==> src/rtl/lsu_busseq.sv <==
// Sequences an up-to-8-byte load/store onto a one-byte bus, one byte per address cycle; BUSSEQ_ALIGN_CHECK_EN adds a misalignment error.
// Latency: store N bytes -> response after N+1 cycles; load -> 1+N*(1+READ_LAT) cycles; misaligned with check -> 1 cycle.
// Backpressure: one request in flight; req_ready only in IDLE, response held until rsp_ready.
module lsu_busseq #(
   parameter int READ_LAT = 2
) (
   input  logic        clk,
   input  logic        reset,
   input  logic        req_valid,
   output logic        req_ready,
   input  logic        req_we,
   input  logic [1:0]  req_size,
   input  logic [63:0] req_addr,
   input  logic [63:0] req_wdata,
   output logic        rsp_valid,
   input  logic        rsp_ready,
   output logic [63:0] rsp_rdata,
   output logic        rsp_err,
   output logic        bus_we,
   output logic [63:0] bus_addr,
   output logic [7:0]  bus_wdata,
   input  logic [7:0]  bus_rdata
);

   localparam logic [1:0] ST_IDLE = 2'd0;
   localparam logic [1:0] ST_XFER = 2'd1;
   localparam logic [1:0] ST_WAIT = 2'd2;
   localparam logic [1:0] ST_RESP = 2'd3;

   logic [1:0]  state;
   logic        we_q;
   logic [1:0]  size_q;
   logic [63:0] base_q;
   logic [63:0] wdata_q;
   logic [63:0] rdata_q;
   logic [2:0]  idx_q;
   logic [2:0]  last_idx;
   logic [2:0]  nidx;
   logic [3:0]  wcnt_q;

   always_comb begin
      case (size_q)
         2'd0:    last_idx = 3'd0;
         2'd1:    last_idx = 3'd1;
         2'd2:    last_idx = 3'd3;
         default: last_idx = 3'd7;
      endcase
   end

   assign nidx      = idx_q + 3'd1;
   assign req_ready = (state == ST_IDLE);
   assign rsp_valid = (state == ST_RESP);
   assign rsp_rdata = rsp_valid ? rdata_q : 64'd0;

`ifdef BUSSEQ_ALIGN_CHECK_EN
   logic err_q;
   logic misalign;

   always_comb begin
      case (req_size)
         2'd0:    misalign = 1'b0;
         2'd1:    misalign = req_addr[0];
         2'd2:    misalign = |req_addr[1:0];
         default: misalign = |req_addr[2:0];
      endcase
   end

   assign rsp_err = rsp_valid & err_q;
`else
   assign rsp_err = 1'b0;
`endif

   // Bus outputs are registered from the next-state decision so they are valid for the whole XFER cycle
   // and simply hold their value in every other state.
   always_ff @(posedge clk or negedge reset) begin
      if (!reset) begin
         state     <= ST_IDLE;
         we_q      <= 1'b0;
         size_q    <= 2'd0;
         base_q    <= 64'd0;
         wdata_q   <= 64'd0;
         rdata_q   <= 64'd0;
         idx_q     <= 3'd0;
         wcnt_q    <= 4'd0;
         bus_we    <= 1'b0;
         bus_addr  <= 64'd0;
         bus_wdata <= 8'd0;
`ifdef BUSSEQ_ALIGN_CHECK_EN
         err_q     <= 1'b0;
`endif
      end else begin
         bus_we <= 1'b0;
         case (state)
            ST_IDLE: begin
               if (req_valid) begin
                  we_q    <= req_we;
                  size_q  <= req_size;
                  base_q  <= req_addr;
                  wdata_q <= req_wdata;
                  rdata_q <= 64'd0;
                  idx_q   <= 3'd0;
`ifdef BUSSEQ_ALIGN_CHECK_EN
                  err_q   <= misalign;
                  if (misalign) begin
                     state <= ST_RESP;
                  end else
`endif
                  begin
                     state     <= ST_XFER;
                     bus_we    <= req_we;
                     bus_addr  <= req_addr;
                     bus_wdata <= req_we ? req_wdata[7:0] : 8'd0;
                  end
               end
            end
            ST_XFER: begin
               if (we_q) begin
                  if (idx_q == last_idx) begin
                     state <= ST_RESP;
                  end else begin
                     idx_q     <= nidx;
                     bus_we    <= 1'b1;
                     bus_addr  <= base_q + 64'(nidx);
                     bus_wdata <= wdata_q[{nidx, 3'b000} +: 8];
                  end
               end else begin
                  state  <= ST_WAIT;
                  wcnt_q <= 4'(READ_LAT - 1);
               end
            end
            ST_WAIT: begin
               if (wcnt_q == 4'd0) begin
                  rdata_q[{idx_q, 3'b000} +: 8] <= bus_rdata;
                  if (idx_q == last_idx) begin
                     state <= ST_RESP;
                  end else begin
                     state     <= ST_XFER;
                     idx_q     <= nidx;
                     bus_addr  <= base_q + 64'(nidx);
                     bus_wdata <= 8'd0;
                  end
               end else begin
                  wcnt_q <= wcnt_q - 4'd1;
               end
            end
            default: begin
               if (rsp_ready) begin
                  state <= ST_IDLE;
               end
            end
         endcase
      end
   end

endmodule

==> config.mk <==
export PLATFORM = sky130hd
export DESIGN_NAME = lsu_busseq
export DESIGN_NICKNAME = d
export VERILOG_FILES = /design/src/rtl/lsu_busseq.sv
export SDC_FILE = /design/constraint.sdc
export NUM_CORES = 1
export LEC_CHECK = 0
export CAP_MARGIN = 30
export CORE_ASPECT_RATIO = 1.4
export CORE_MARGIN = 4
export CORE_UTILIZATION = 56
export CTS_CLUSTER_SIZE = 25
export DETAILED_ROUTE_END_ITERATION = 6
export GPL_TIMING_DRIVEN = 0
export PLACE_DENSITY = 0.83
export SLEW_MARGIN = 20
export SYNTH_ARGS = -nofsm -noshare
export SYNTH_HDL_FRONTEND = slang
export SYNTH_SLANG_ARGS = --single-unit
==> constraint.sdc <==
create_clock -name clk -period 9.3 [get_ports clk]
set_clock_uncertainty 0.05 [all_clocks]
set_input_delay 2.325 -clock clk [delete_from_list [all_inputs] [get_ports clk]]
set_output_delay 2.325 -clock clk [all_outputs]
set_load 0.02 [all_outputs]
==> Word level (Yosys, flattened, before mapping) <==
Index checks and enable logic that the tools add are counted.
{ "op_classes": {"shifts": 3, "addsub": 4, "n_lt_le_gt_ge": 0, "bitwise": 0, "n_mux": 37, "eq_ne": 14, "multipliers": 0, "n_reduce_logical": 13, "n_div": 0} }
{ "ops": {"columns": ["op", "count"], "rows": [
  ["$mux 64", 7],
  ["$pmux 64 s3", 1],
  ["$pmux 64 s2", 1],
  ["$add 64x3->64", 1],
  ["$bwmux 64", 1],
  ["$shift 8x8->64 const A", 1],
  ["$shiftx 64x7->8", 1],
  ["$shiftx 8x8->64", 1],
  ["$mux 8", 6],
  ["$pmux 8 s3", 1],
  ["$pmux 3 s3", 2],
  ["$ne 2x2->1 const B", 7],
  ["$mux 2", 6],
  ["$mux 3", 4],
  ["$mux 4", 2],
  ["$neg 6->8", 1],
  ["$pmux 4 s2", 1],
  ["$reduce_and 4->1", 2],
  ["$eq 2x2->1 const B", 3],
  ["$pmux 2 s3", 1],
  ["$reduce_and 3->1", 2],
  ["$reduce_and 6->1", 1],
  ["$eq 2x1->1 const B", 2],
  ["$logic_not 2->1", 2],
  ["11 further kinds", 14]
]} }
{ "word_totals": {"rom_bits": 0, "ff_bits": 277, "latch_bits": 0, "mem_count": 0, "ramBits": 0, "wordCells": 82, "inputBits": 143} }

==> Longest topological paths before layout <==
Gate-level depths: netlist of the first run.
{ "depth": {"depth_word": 6, "depth_mapped": 12, "mapped_depth_nobuf": 10} }

==> Least setup slack after synthesis of the first run <==
Ideal clock, no wire load.
{ "synth_path": {"path_kind": "input to register", "from": "in req_valid", "to": "reg bus_addr[44]", "arrival_ns": 3.638, "setup_slack_ns": 5.473, "path_stages": 8, "path_buffers": 2, "path_cell_list": "inv_1 -> a221oi_1 -> a21boi_1 -> a21bo_2 -> buf_2 -> clkbuf_1 -> nand2_1 -> o211ai_1"} }
{ "synth_between": {"elab_chain_cells": 2} }
{ "synth_lines": {"columns": ["element", "line", "source"], "rows": [
  ["start: declaration", "9", "input logic req_valid,"],
  ["$ne 2x2->1 (no source line)", null, null],
  ["$reduce_and 4->1 (no source line)", null, null],
  ["end signal: assignment", "111", "bus_addr <= req_addr;"],
  ["end signal: assignment", "123", "bus_addr <= base_q + 64'(nidx);"],
  ["end signal: assignment", "139", "bus_addr <= base_q + 64'(nidx);"],
  ["end: declaration", "20", "output logic [63:0] bus_addr,"]
]} }
Every way passes these cells.
A chain may end at the register's enable or synchronous reset.

==> Worst setup path in the final report of the first run <==
{ "layout_path": {"from": "reg state[1]", "to": "out rsp_rdata[25]"} }
{ "layout_between": {"elab_chain_cells": 2} }
{ "layout_lines": {"columns": ["element", "line", "source"], "rows": [
  ["start: declaration", "30", "logic [1:0] state;"],
  ["start signal: assignment", "77", "state <= ST_IDLE;"],
  ["start signal: assignment", "109", "state <= ST_XFER;"],
  ["start signal: assignment", "119", "state <= ST_RESP;"],
  ["$eq 2x2->1", "52", "assign rsp_valid = (state == ST_RESP);"],
  ["$mux 64", "53", "assign rsp_rdata = rsp_valid ? rdata_q : 64'd0;"],
  ["end: declaration", "17", "output logic [63:0] rsp_rdata,"]
]} }
Every way passes these cells.

==> impl_summary.txt, run 1 <==
----------------------------------------------------
[Outcome]
  Run status ... complete, no violations

[Critical path]
  CP Max Fanout ... 10
  Classification of the worst setup path ... flip-flop to output pin
  Critical Path Start ... state[1]
  Nature of the critical path endpoint ... output pin
  Max stage delay cell, worst path ... clkdlybuf4s50_1
  R2R Path End ... bus_addr[54]
  Arrival time at the worst endpoint ... around 2.9 ns
  R2R cell count ... 12
  Internal reg-to-reg setup slack ... 4.62 ns
  Largest stage delay on the critical path ... about 0.62 ns
  CP most frequent cell ... clkbuf_1
  Setup crit start kind ... flip-flop
  Worst R2R Start ... idx_q[0]
  Required time of the worst setup path ... about 6.9 ns
  List of cells traversed by the critical path ... ha_1 > clkbuf_1 > clkbuf_1 > and2_1 > clkdlybuf4s50_1

[Cells and area]
  Most frequent standard cell in the layout excluding fill and tap cells ... dfrtp_1
  Area of the multi-input gates ... 6220 um^2
  Area of all sequential standard cells ... around 7000 um^2
  Filler cells ... 1723
  # nets final ... 1648
  Share of post-route cells with drive strength above 1 ... 0.153
  Final Instance Area ... 17700 um^2
  Growth of design area from synthesis to finish ... 31.0%
  Commonest cells after routing, fill and taps aside ... 277 x dfrtp_1, 273 x clkdlybuf4s50_1, 138 x mux2_2

[Run]
  Max-cap viol count ... 0

[Power and ir drop]
  Portion of total power attributed to sequential cells ... 0.335
  Fraction of power spent switching nets ... 0.404
  Switching power total ... roughly 0.0025 W
  Leakage power ... approximately 7.3 nW
  Clock group share of total power ... 0.189
  Internal power summed over all cells ... 0.00368 W
  Share of total power in combinational logic ... 0.476
  VDD IR max ... 245 uV
  Areal power density over the cells ... about 350 nW/um^2

[Clocking]
  Clock tree from TritonCTS ... done
  Cts hold-fix bufs ... 0
  Total number of H-tree levels ... 1
  Insertion delay of the later-clocked pin in the worst-skew pair ... about 0.54 ns
  Root buffer selected by CTS ... clkbuf_16
  CTS buffer count ... 26
  Number of setup buffers added after CTS ... 0
  Clock buffer depth ... 3
  Clk pin slew, worst setup/hold paths ... 0.06 ns
  Clock sink total ... approximately 280
  Total of cells resized after clock tree synthesis ... 0

[Placement]
  Weighted congestion reported at the end of routability-driven placement ... 0.909
  Detailed placer's ending HPWL ... about 30 mm
  Port Buffers ... about 270
  Placed Instance Area ... approximately 17000 um^2

[STA]
  Period utilization ... 0.562
  Least-Margin Pin Slew ... ~1 ns
  Worst slew margin relative to its limit ... 0.341
  Clock period minus final worst setup slack ... 5.23 ns
  Number of max-slew violations in the final report ... 0
  Number of failing hold endpoints at the final stage ... 0
  Maximum clock rate ... approximately 190 MHz
  RSZ-0062 raised after global routing ... no
  Setup TNS after final layout ... 0 ns
  Setup violators final ... 0
  Worst slack on hold paths ... roughly 0.43 ns

[Worst hold path]
  Cell depth of the worst min-delay path ... 2
  Hold Path Class ... flip-flop to flip-flop
  Startpoint of the lowest-slack hold path ... rdata_q[2]
  Hold-critical path endpoint ... rdata_q[2]

[Floorplanning]
  Boundary Pins ... roughly 280
  Chip Height ... between 150 and 200 um
  Floorplan Core Area ... about 24000 um^2
  Die Width ... 139 um
  DIE AREA ... 26700 um^2
  Initial cell density of the core ... 0.565
  Site row count ... 67

[Synthesis]
  Net count after synthesis ... roughly 1300
  Predominant post-synthesis flop cell ... dfrtp_1
  Number of distinct library cell variants in the gate-level netlist after synthesis ... 66
  FFs w/ async S/R, synth ... 1.00
  Sequential cell area fraction in the yosys report ... 0.513
  Mapped Avg Cell Area ... ~11 um^2
  Instance count of the mapped netlist ... between 1000 and 1500
  Cell area after technology mapping ... about 14000 um^2
  Post-synthesis register bit count ... roughly 280
  Number of synthesized flops with an enable pin ... 0
  Warning count from the yosys run ... 0

[GRT]
  First-pass GRT wire length ... between 60 and 70 mm
  Grt ovf ... 0
  GRT Resource Usage Total ... 0.292
  Maximum number of pins on one net before global-route repair ... 96
  Number of global-route vias before repair ... ~11000
  Initial antenna violation count ... 9

[Drt]
  Number of DRC violations after detailed routing ... 0
  Via count of the routed design ... 10851
  Vias per cell ... between 5 and 6
  Routed WL ... between 30 and 40 mm
  Iteration-0 DRC count of the detailed router ... roughly 550
  Antenna Violating Nets Remaining ... 0
  Per-cell routed wire length ... approximately 22 um
  Initial DRT Pass Iterations ... 5

----------------------------------------------------
worst max path at each step:
stage and endpoint:
4_1_cts rsp_rdata[25], 6_report rsp_rdata[25], 3_3_place_gp bus_addr[51], 5_1_grt rsp_rdata[33]
2_1_floorplan bus_addr[44], 3_5_place_dp bus_addr[56]
state kept, by name, summed over array words and instances, names as in the netlist:
| register | flops |
|---|---|
| base_q | 64 |
| bus_addr | 64 |
| rdata_q | 64 |
| wdata_q | 64 |
| bus_wdata | 8 |
| wcnt_q | 4 |
| idx_q | 3 |
| size_q | 2 |
| state | 2 |
| bus_we | 1 |
| we_q | 1 |
worst max-delay path: cells and delay by family (launching register included):
kind,cells,cell delay [ns]
flops,1,0.39
simple gates,1,0.20
buf+inv,3,1.41
fa+ha+maj,1,0.32
final cells by class:
cell class / count / share of cell area
Antenna cell: 7 / 0.000990
Buffer: 73 / 0.0168
Clock buffer: 33 / 0.0411
Clock inverter: 12 / 0.0115
Inverter: 20 / 0.00424
Multi-Input combinational cell: 816 / 0.351
Sequential cell: 277 / 0.392
Tap cell: 310 / 0.0219
Timing Repair Buffer: 278 / 0.160
synth_stat cells, types with 2 or more instances:
master | n | area share
buf_1 | 18 | 0.0050
nand4_1 | 18 | 0.0083
a221o_1 | 2 | 0.0015
o21ai_0 | 54 | 0.020
buf_2 | 3 | 0.0011
or3_1 | 5 | 0.0023
nand2b_1 | 2 | 0.00093
xor2_1 | 28 | 0.018
mux4_2 | 16 | 0.027
or4_4 | 2 | 0.0017
clkbuf_1 | 48 | 0.013
o211ai_1 | 34 | 0.019
o21ai_1 | 2 | 0.00074
inv_1 | 20 | 0.0056
mux2i_1 | 25 | 0.019
o31ai_1 | 5 | 0.0028
nor4_4 | 2 | 0.0031
nand3_2 | 4 | 0.0030
nor2_1 | 33 | 0.0092
and2_1 | 64 | 0.030
and3_1 | 14 | 0.0065
dfrtp_1 | 277 | 0.51
nor2b_1 | 4 | 0.0019
or2_2 | 2 | 0.00093
nand2_1 | 117 | 0.033
a21o_1 | 11 | 0.0061
nor3_1 | 22 | 0.0082
nand3_1 | 59 | 0.022
mux2_2 | 138 | 0.12
buf_4 | 3 | 0.0017
and4_1 | 6 | 0.0039
a22o_1 | 61 | 0.040
xnor2_1 | 27 | 0.018
nor4_1 | 8 | 0.0037
a21oi_1 | 8 | 0.0030
a31oi_1 | 2 | 0.00093
or4_1 | 2 | 0.0011
ha_1 | 12 | 0.011
logic make-up (layout without fill, tap and decap cells):
kind of cell	after synthesis	count (layout)	share of synthesized area
other	1	8	0.000278
flip-flops	277	277	0.513
multiplexers	179	179	0.160
XOR/XNOR	55	55	0.0357
AND/OR/NAND/NOR	372	372	0.144
AO/OA/AOI/OAI	196	196	0.107
adder cells (fa/ha/maj)	13	13	0.0126
buffers and inverters	93	416	0.0275
metal layers:
layer	wire, um	part of all wire	global-route usage
met1	14100	0.35	0.326
met2	21200	0.53	0.534
met3	2930	0.073	0.0677
met4	1680	0.042	0.127
met5	27	0.00068	0
stage by stage:
| stage | setup WS [ns] | std cells | utilization | total power (W) |
|---|---|---|---|---|
| floorplan | 5.47 | 1186 | - | 0.00391 |
| global placement | -5.89 | 1770 | 0.696 | 0.00488 |
| detailed placement | 4.27 | 1774 | 0.701 | 0.00498 |
| CTS | 4.06 | 1819 | 0.740 | 0.00617 |
| global route | 3.94 | 1825 | 0.740 | 0.00653 |
| finish | 4.07 | 1826 | 0.740 | 0.00617 |
power groups by stage:
stage	Sequential, W	Clock (W)	Combinational [W]
CTS	0.00206	0.00117	0.00294
finish	0.00207	0.00117	0.00294
global route	0.00212	0.00122	0.00318
global placement	0.00205	0	0.00283
detailed placement	0.00207	0	0.00291
floorplan	0.00215	0	0.00176
Power figures use the tool's default switching activity.
==> inputs of run 2 (changes only) <==
--- a/config.mk
+++ b/config.mk
@@ -8,11 +8,11 @@
 export CAP_MARGIN = 30
 export CORE_ASPECT_RATIO = 1.4
 export CORE_MARGIN = 4
-export CORE_UTILIZATION = 56
+export CORE_UTILIZATION = 52
 export CTS_CLUSTER_SIZE = 25
 export DETAILED_ROUTE_END_ITERATION = 6
 export GPL_TIMING_DRIVEN = 0
-export PLACE_DENSITY = 0.83
+export PLACE_DENSITY = 0.78
 export SLEW_MARGIN = 20
 export SYNTH_ARGS = -nofsm -noshare
 export SYNTH_HDL_FRONTEND = slang
==> constraint.sdc (replaced) <==
create_clock -name clk -period 5 [get_ports clk]
set_clock_uncertainty 0.05 [all_clocks]
set_input_delay 1.25 -clock clk [delete_from_list [all_inputs] [get_ports clk]]
set_output_delay 1.25 -clock clk [all_outputs]
set_load 0.02 [all_outputs]
==> run 2 against run 1 <==
Compared with the run above:
- non-clock buffer count unchanged
- largest cell class unchanged
- clock-buffer cell count up 1
- clock power up 77%
- setup slack worse by 3.6 ns
- critical endpoint is now bus_addr[54]
- flip-flop and latch count unchanged
- register-to-register slack worse by 4.1 ns
- first-iteration DRC count down 12%
- die area up 7.3%
- highest routed layer unchanged
==> impl_summary.txt, run 2 (synthesized netlist as in run 1, its figures left out) <==
----------------------------------------------------
[Worst hold path]
  Hold-critical path endpoint ... bus_addr[4]
  Hold Path Class ... flip-flop to flip-flop
  Cell depth of the worst min-delay path ... 2 (unchanged)
  Startpoint of the lowest-slack hold path ... bus_addr[4]

[Cells and area]
  Filler cells ... 1903 (+10%)
  Most frequent standard cell in the layout excluding fill and tap cells ... dfrtp_1
  Growth of design area from synthesis to finish ... 30.7%
  Final design utilization ... 0.693 (-0.0471)
  # nets final ... 1649 (+0.061%)
  Share of post-route cells with drive strength above 1 ... 0.154 (+0.00102)
  Commonest cells after routing, fill and taps aside ... 277 x dfrtp_1, 273 x clkdlybuf4s50_1, 138 x mux2_2
  Final Instance Area ... 17700 um^2 (-0.18%)

[Critical path]
  Internal reg-to-reg setup slack ... 0.47 ns (-4.15 ns)
  Worst R2R Start ... idx_q[0]
  CP Max Fanout ... 10 (unchanged)
  Largest stage delay on the critical path ... 0.55 ns (-0.07 ns)
  Nature of the critical path endpoint ... flip-flop
  Largest delay share family, worst path ... simple AND/OR/NAND/NOR gates
  Required time of the worst setup path ... 5.42 ns (-1.51 ns)
  List of cells traversed by the critical path ... clkbuf_1 > inv_1 > ha_1 > clkbuf_2 > inv_1 > fa_1 > nand2b_1 > a2111oi_4 > nand3_2 > or4_1 > a311oi_1 > a21o_1
  Number of buffers and inverters on the critical path ... 4 (+1)
  Classification of the worst setup path ... flip-flop to flip-flop
  Max stage delay cell, worst path ... ha_1
  R2R cell count ... 12 (unchanged)
  R2R Path End ... bus_addr[54]
  Arrival time at the worst endpoint ... 4.95 ns (+2.10 ns)
  CP most frequent cell ... inv_1
  Setup crit start kind ... flip-flop

[GRT]
  Number of global-route vias before repair ... 11233 (-0.96%)
  Maximum number of pins on one net before global-route repair ... 83 (-14%)
  Grt ovf ... 0 (unchanged)
  First-pass GRT wire length ... 61.5 mm (-0.83%)
  Initial antenna violation count ... 6 (-3)
  GRT Resource Usage Total ... 0.274 (-0.0188)

[Floorplanning]
  Floorplan Core Area ... 25500 um^2 (+6.6%)
  Initial cell density of the core ... 0.530 (-0.0350)
  DIE AREA ... 28700 um^2 (+7.3%)
  Die Width ... 144 um (+3.6%)
  Site row count ... 69 (+3.0%)
  Chip Height ... 199 um (+3.6%)
  Boundary Pins ... 283 (unchanged)

[Run]
  Max-cap viol count ... 0 (unchanged)

[Drt]
  Initial DRT Pass Iterations ... 4 (-1)
  Routed WL ... 39.8 mm (-0.38%)
  Per-cell routed wire length ... 21.7 um (-0.86%)
  Vias per cell ... 5.82 (-2.1%)
  Via count of the routed design ... 10679 (-1.6%)
  Number of DRC violations after detailed routing ... 0 (unchanged)
  Antenna Violating Nets Remaining ... 0 (unchanged)
  Iteration-0 DRC count of the detailed router ... 477 (-12%)

[Placement]
  Weighted congestion reported at the end of routability-driven placement ... 0.866 (-4.7%)
  Post-Place Setup Slack ... 0.241 ns (-4.03 ns)
  Detailed placer's ending HPWL ... 30.2 mm (+0.87%)
  Placed Instance Area ... 16800 um^2 (about the same)
  Port Buffers ... 274 (unchanged)

[STA]
  Worst slew margin relative to its limit ... 0.349 (+0.00840)
  Period utilization ... 0.906
  Number of failing hold endpoints at the final stage ... 0 (unchanged)
  Setup violators final ... 0 (unchanged)
  RSZ-0062 raised after global routing ... no
  Least-Margin Pin Slew ... 0.967 ns (-0.0140 ns)
  Clock period minus final worst setup slack ... 4.53 ns
  Maximum clock rate ... 221 MHz
  Number of max-slew violations in the final report ... 0 (unchanged)
  Fin worst setup slack ... 0.471 ns (-3.60 ns)

[Clocking]
  Clk pin slew, worst setup/hold paths ... 0.07 ns (about the same)
  CTS buffer count ... 27 (+3.8%)
  Clock sink total ... 277 (unchanged)
  Insertion delay of the later-clocked pin in the worst-skew pair ... 0.53 ns (about the same)
  Clock tree from TritonCTS ... done
  Number of setup buffers added after CTS ... 0 (unchanged)
  Clock buffer depth ... 3 (unchanged)
  Root buffer selected by CTS ... clkbuf_16
  Total number of H-tree levels ... 1 (unchanged)

[Power and ir drop]
  VDD IR max ... 472 uV (+93%)
  Areal power density over the cells ... 644 nW/um^2 (+85%)
  Leakage power ... 7.31 nW (-0.26%)

[Outcome]
  Run status ... complete, no violations

----------------------------------------------------
-- run 2: power by group --
group          internal [W]  switching (W)  total (W)
Clock               0.00119       0.000873    0.00207
Sequential          0.00315       0.000681    0.00383
Combinational       0.00241        0.00307    0.00547
-- run 2: how the worst max path moves through the flow --
| stage | from | end | slack, ns | cells after the start |
|---|---|---|---|---|
| 2_1_floorplan | idx_q[0] | bus_addr[54] | 1.30 | 12 |
| 3_3_place_gp | reset | bus_addr[51] | -9.23 | 1 |
| 3_5_place_dp | idx_q[0] | bus_addr[54] | 0.24 | 12 |
| 4_1_cts | idx_q[0] | bus_addr[54] | 0.24 | 12 |
| 5_1_grt | idx_q[0] | bus_addr[54] | 0.18 | 12 |
| 6_report | idx_q[0] | bus_addr[54] | 0.47 | 12 |
-- run 2: layout make-up --
cell class	count	area (um^2)	share of cell area
Timing Repair Buffer	278	2840	0.161
Tap cell	319	399	0.0226
Clock inverter	14	160	0.00907
Buffer	73	298	0.0169
Inverter	20	75.1	0.00425
Clock buffer	34	732	0.0415
Multi-Input combinational cell	816	6220	0.352
Sequential cell	277	6930	0.393
Antenna cell	4	10.0	0.000567
-- run 2: tightest hold or removal path: stages (launching register included) --
cell,delay [ns]
dfrtp_1,0.34
nand2_1,0.05
o21ai_0,0.06
-- run 2: routing by layer --
metal	vias up	GRT usage	part of all wire
met2	366	0.500	0.53
li1	4869	-	-
met1	5347	0.317	0.37
met5	-	0	0.0010
met4	6	0.0975	0.034
met3	91	0.0539	0.067
-- run 2: timing repair --
item	CTS	global route
gates resized for setup	0	2
hold buffers	0	0
setup endpoints to repair	0	1
-- run 2: stage by stage --
stage / total power (W) / cells / hold slack (ns) / TNS (ns)
after floorplan: 0.00728 / 1186 / 0.392 / 0
after global placement: 0.00912 / 1779 / 0.405 / -2548.70
after detailed placement: 0.00929 / 1783 / 0.422 / 0
after CTS: 0.0114 / 1831 / 0.436 / 0
after global routing: 0.0120 / 1834 / 0.458 / 0
final: 0.0114 / 1835 / 0.428 / 0
==> inputs of run 3 (changes only) <==
--- a/config.mk
+++ b/config.mk
@@ -5,7 +5,7 @@
 export SDC_FILE = /design/constraint.sdc
 export NUM_CORES = 1
 export LEC_CHECK = 0
-export CAP_MARGIN = 30
+export CAP_MARGIN = 10
 export CORE_ASPECT_RATIO = 1.4
 export CORE_MARGIN = 4
 export CORE_UTILIZATION = 52
==> run 3 against run 2 <==
Compared with the run above:
- critical path depth unchanged
- register-to-register slack worse by 0.03 ns
- sequential power about the same
- critical path type unchanged
- critical endpoint unchanged
- largest power group unchanged
==> impl_summary.txt, run 3 (synthesized netlist as in run 1, its figures left out) <==
----------------------------------------------------
[Outcome]
  Run status ... complete, no violations

[Cells and area]
  Commonest cells after routing, fill and taps aside ... 277 x dfrtp_1, 273 x clkdlybuf4s50_1, 138 x mux2_2
  # nets final ... 1648 (-0.061%)
  Filler cells ... 1925 (+1.2%)
  Area of the multi-input gates ... 6220 um^2 (about the same)
  Growth of design area from synthesis to finish ... 31.0%
  Area of all sequential standard cells ... 6930 um^2 (unchanged)
  Share of post-route cells with drive strength above 1 ... 0.154 (+0.000204)
  Final design utilization ... 0.695 (+0.00128)
  Most frequent standard cell in the layout excluding fill and tap cells ... dfrtp_1

[Floorplanning]
  Die Width ... 144 um (unchanged)
  Chip Height ... 199 um (unchanged)
  Boundary Pins ... 283 (unchanged)
  Site row count ... 69 (unchanged)
  DIE AREA ... 28700 um^2 (unchanged)
  Floorplan Core Area ... 25500 um^2 (unchanged)
  Initial cell density of the core ... 0.530 (unchanged)

[STA]
  RSZ-0062 raised after global routing ... no
  Number of max-slew violations in the final report ... 0 (unchanged)
  Clock period minus final worst setup slack ... 4.56 ns (+0.0273 ns)
  Setup TNS after final layout ... 0 ns (unchanged)
  Setup violators final ... 0 (unchanged)
  Worst slew margin relative to its limit ... 0.326 (-0.0232)
  Least-Margin Pin Slew ... 1.00 ns (+0.0360 ns)
  Number of failing hold endpoints at the final stage ... 0 (unchanged)
  Worst slack on hold paths ... 0.430 ns (+0.00161 ns)
  Fin worst setup slack ... 0.444 ns (-0.0273 ns)
  Period utilization ... 0.911 (+0.00546)
  Maximum clock rate ... 219 MHz (-0.60%)

[Power and ir drop]
  Internal power summed over all cells ... 0.00681 W (+0.81%)
  Switching power total ... 0.00464 W (+0.45%)
  VDD IR max ... 395 uV (-16%)
  Fraction of power spent switching nets ... 0.405 (-0.000849)
  Clock group share of total power ... 0.187 (+0.005)
  Share of total power in combinational logic ... 0.478 (-0.003)
  Leakage power ... 7.32 nW (about the same)
  Areal power density over the cells ... 647 nW/um^2 (+0.48%)
  Portion of total power attributed to sequential cells ... 0.335 (-0.002)

[Placement]
  Port Buffers ... 274 (unchanged)
  Weighted congestion reported at the end of routability-driven placement ... 0.866 (unchanged)
  Post-Place Setup Slack ... -0.0659 ns (-0.307 ns)
  Detailed placer's ending HPWL ... 30.2 mm (-0.12%)

[Drt]
  Iteration-0 DRC count of the detailed router ... 601 (+26%)
  Initial DRT Pass Iterations ... 5 (+1)
  Number of DRC violations after detailed routing ... 0 (unchanged)
  Routed WL ... 40.2 mm (+0.88%)
  Vias per cell ... 5.84 (+0.29%)
  Via count of the routed design ... 10710 (+0.29%)
  Antenna Violating Nets Remaining ... 0 (unchanged)
  Per-cell routed wire length ... 21.9 um (+0.88%)

[GRT]
  Grt ovf ... 0 (unchanged)
  Met3 demand-to-capacity share in global routing ... 0.0541 (+0.000241)
  Peak-usage layer in the global routing report ... met2
  GRT Resource Usage Total ... 0.276 (+0.00244)
  Met1 usage in global routing ... 0.318 (+0.00113)
  First-pass GRT wire length ... 61.7 mm (+0.31%)
  Maximum number of pins on one net before global-route repair ... 83 (unchanged)
  Number of global-route vias before repair ... 11313 (+0.71%)
  Initial antenna violation count ... 8 (+2)
  Met2 track demand over resource in global routing ... 0.497 (-0.00259)

[Critical path]
  List of cells traversed by the critical path ... clkbuf_1 > inv_1 > ha_1 > clkbuf_2 > inv_1 > fa_1 > nand2b_1 > a2111oi_4 > nand3_2 > or4_1 > a311oi_1 > a21o_1
  Arrival time at the worst endpoint ... 4.99 ns (+0.04 ns)
  Nature of the critical path endpoint ... flip-flop
  Required time of the worst setup path ... 5.43 ns (about the same)
  CP most frequent cell ... inv_1
  Largest delay share family, worst path ... simple AND/OR/NAND/NOR gates
  Number of buffers and inverters on the critical path ... 4 (unchanged)
  Setup crit start kind ... flip-flop
  CP Max Fanout ... 10 (unchanged)
  Largest stage delay on the critical path ... 0.57 ns (+0.02 ns)
  Classification of the worst setup path ... flip-flop to flip-flop
  Max stage delay cell, worst path ... ha_1

[Clocking]
  Root buffer selected by CTS ... clkbuf_16
  Insertion delay of the later-clocked pin in the worst-skew pair ... 0.54 ns (about the same)
  Clock tree from TritonCTS ... done
  Clock buffer depth ... 3 (unchanged)
  Clk pin slew, worst setup/hold paths ... 0.07 ns (about the same)
  Total number of H-tree levels ... 1 (unchanged)
  CTS buffer count ... 27 (unchanged)
  Clock sink total ... 277 (unchanged)

[Worst hold path]
  Hold Path Class ... flip-flop to flip-flop

[Run]
  Max-cap viol count ... 0 (unchanged)

----------------------------------------------------
-- run 3: cell types whose count changed in the layout (fill, tap and decap cells not counted), sizes merged --
cell and delta:
inv -1, buf -1, clkinv -3, clkbuf +3, diode +2
-- run 3: metal layers --
layer | wire, um | part of all wire | vias up
met2 | 21100 | 0.52 | 387
met4 | 1670 | 0.042 | 6
li1 | - | - | 4871
met5 | 36 | 0.00090 | -
met3 | 2670 | 0.067 | 97
met1 | 14700 | 0.37 | 5349
-- run 3: worst paths after layout --
path,slack [ns],endpoint,startpoint,depth (start not counted)
worst max-delay path,0.44,bus_addr[54],idx_q[0],12
worst min register to register,0.43,bus_addr[5],bus_addr[5],2
max in group asynchronous,3.18,base_q[56],reset,3
worst min-delay path,0.43,bus_addr[5],bus_addr[5],2
min in group asynchronous,0.61,rdata_q[47],reset,1
worst max register to register,0.44,bus_addr[54],idx_q[0],12
-- run 3: metrics by stage --
step                instance area [um^2]  instances  power [W]
finish                             17700       1835     0.0114
global route                       17700       1833     0.0121
CTS                                17700       1829     0.0115
detailed placement                 16700       1782    0.00929
global placement                   16600       1779    0.00912
floorplan                          13500       1186    0.00728
-- run 3: worst register-to-register path: stages (launching register included) --
cell	delay (ns)
dfrtp_1	0.35
clkbuf_1	0.25
inv_1	0.19
ha_1	0.57
clkbuf_2	0.36
inv_1	0.17
fa_1	0.45
nand2b_1	0.25
a2111oi_4	0.54
nand3_2	0.34
or4_1	0.56
a311oi_1	0.31
a21o_1	0.13
-- run 3: area by class of cell --
class | instances | share of cell area
well taps | 319 | 0.0226
plain buffers | 73 | 0.0168
clock buffers | 37 | 0.0443
multi-input cells | 816 | 0.352
inverters | 20 | 0.00424
flip-flops and latches | 277 | 0.392
diodes | 6 | 0.000849
clock inverters | 10 | 0.00771
repair buffers | 277 | 0.160
-- run 3: power groups by stage --
stage                     sequential [W]  combinational [W]  clock [W]
final                            0.00383            0.00547    0.00214
after global routing             0.00393            0.00593    0.00225
after CTS                        0.00381            0.00550    0.00215
after detailed placement         0.00383            0.00545          0
after global placement           0.00380            0.00532          0
after floorplan                  0.00401            0.00327          0
-- run 3: repair_timing --
item / CTS / global route
endpoints found under the setup margin: 1 / 2
buffers inserted: 0 / 0
endpoints found under the hold margin: 0 / 0
hold buffers: 0 / 0
gates resized for setup: 1 / 2
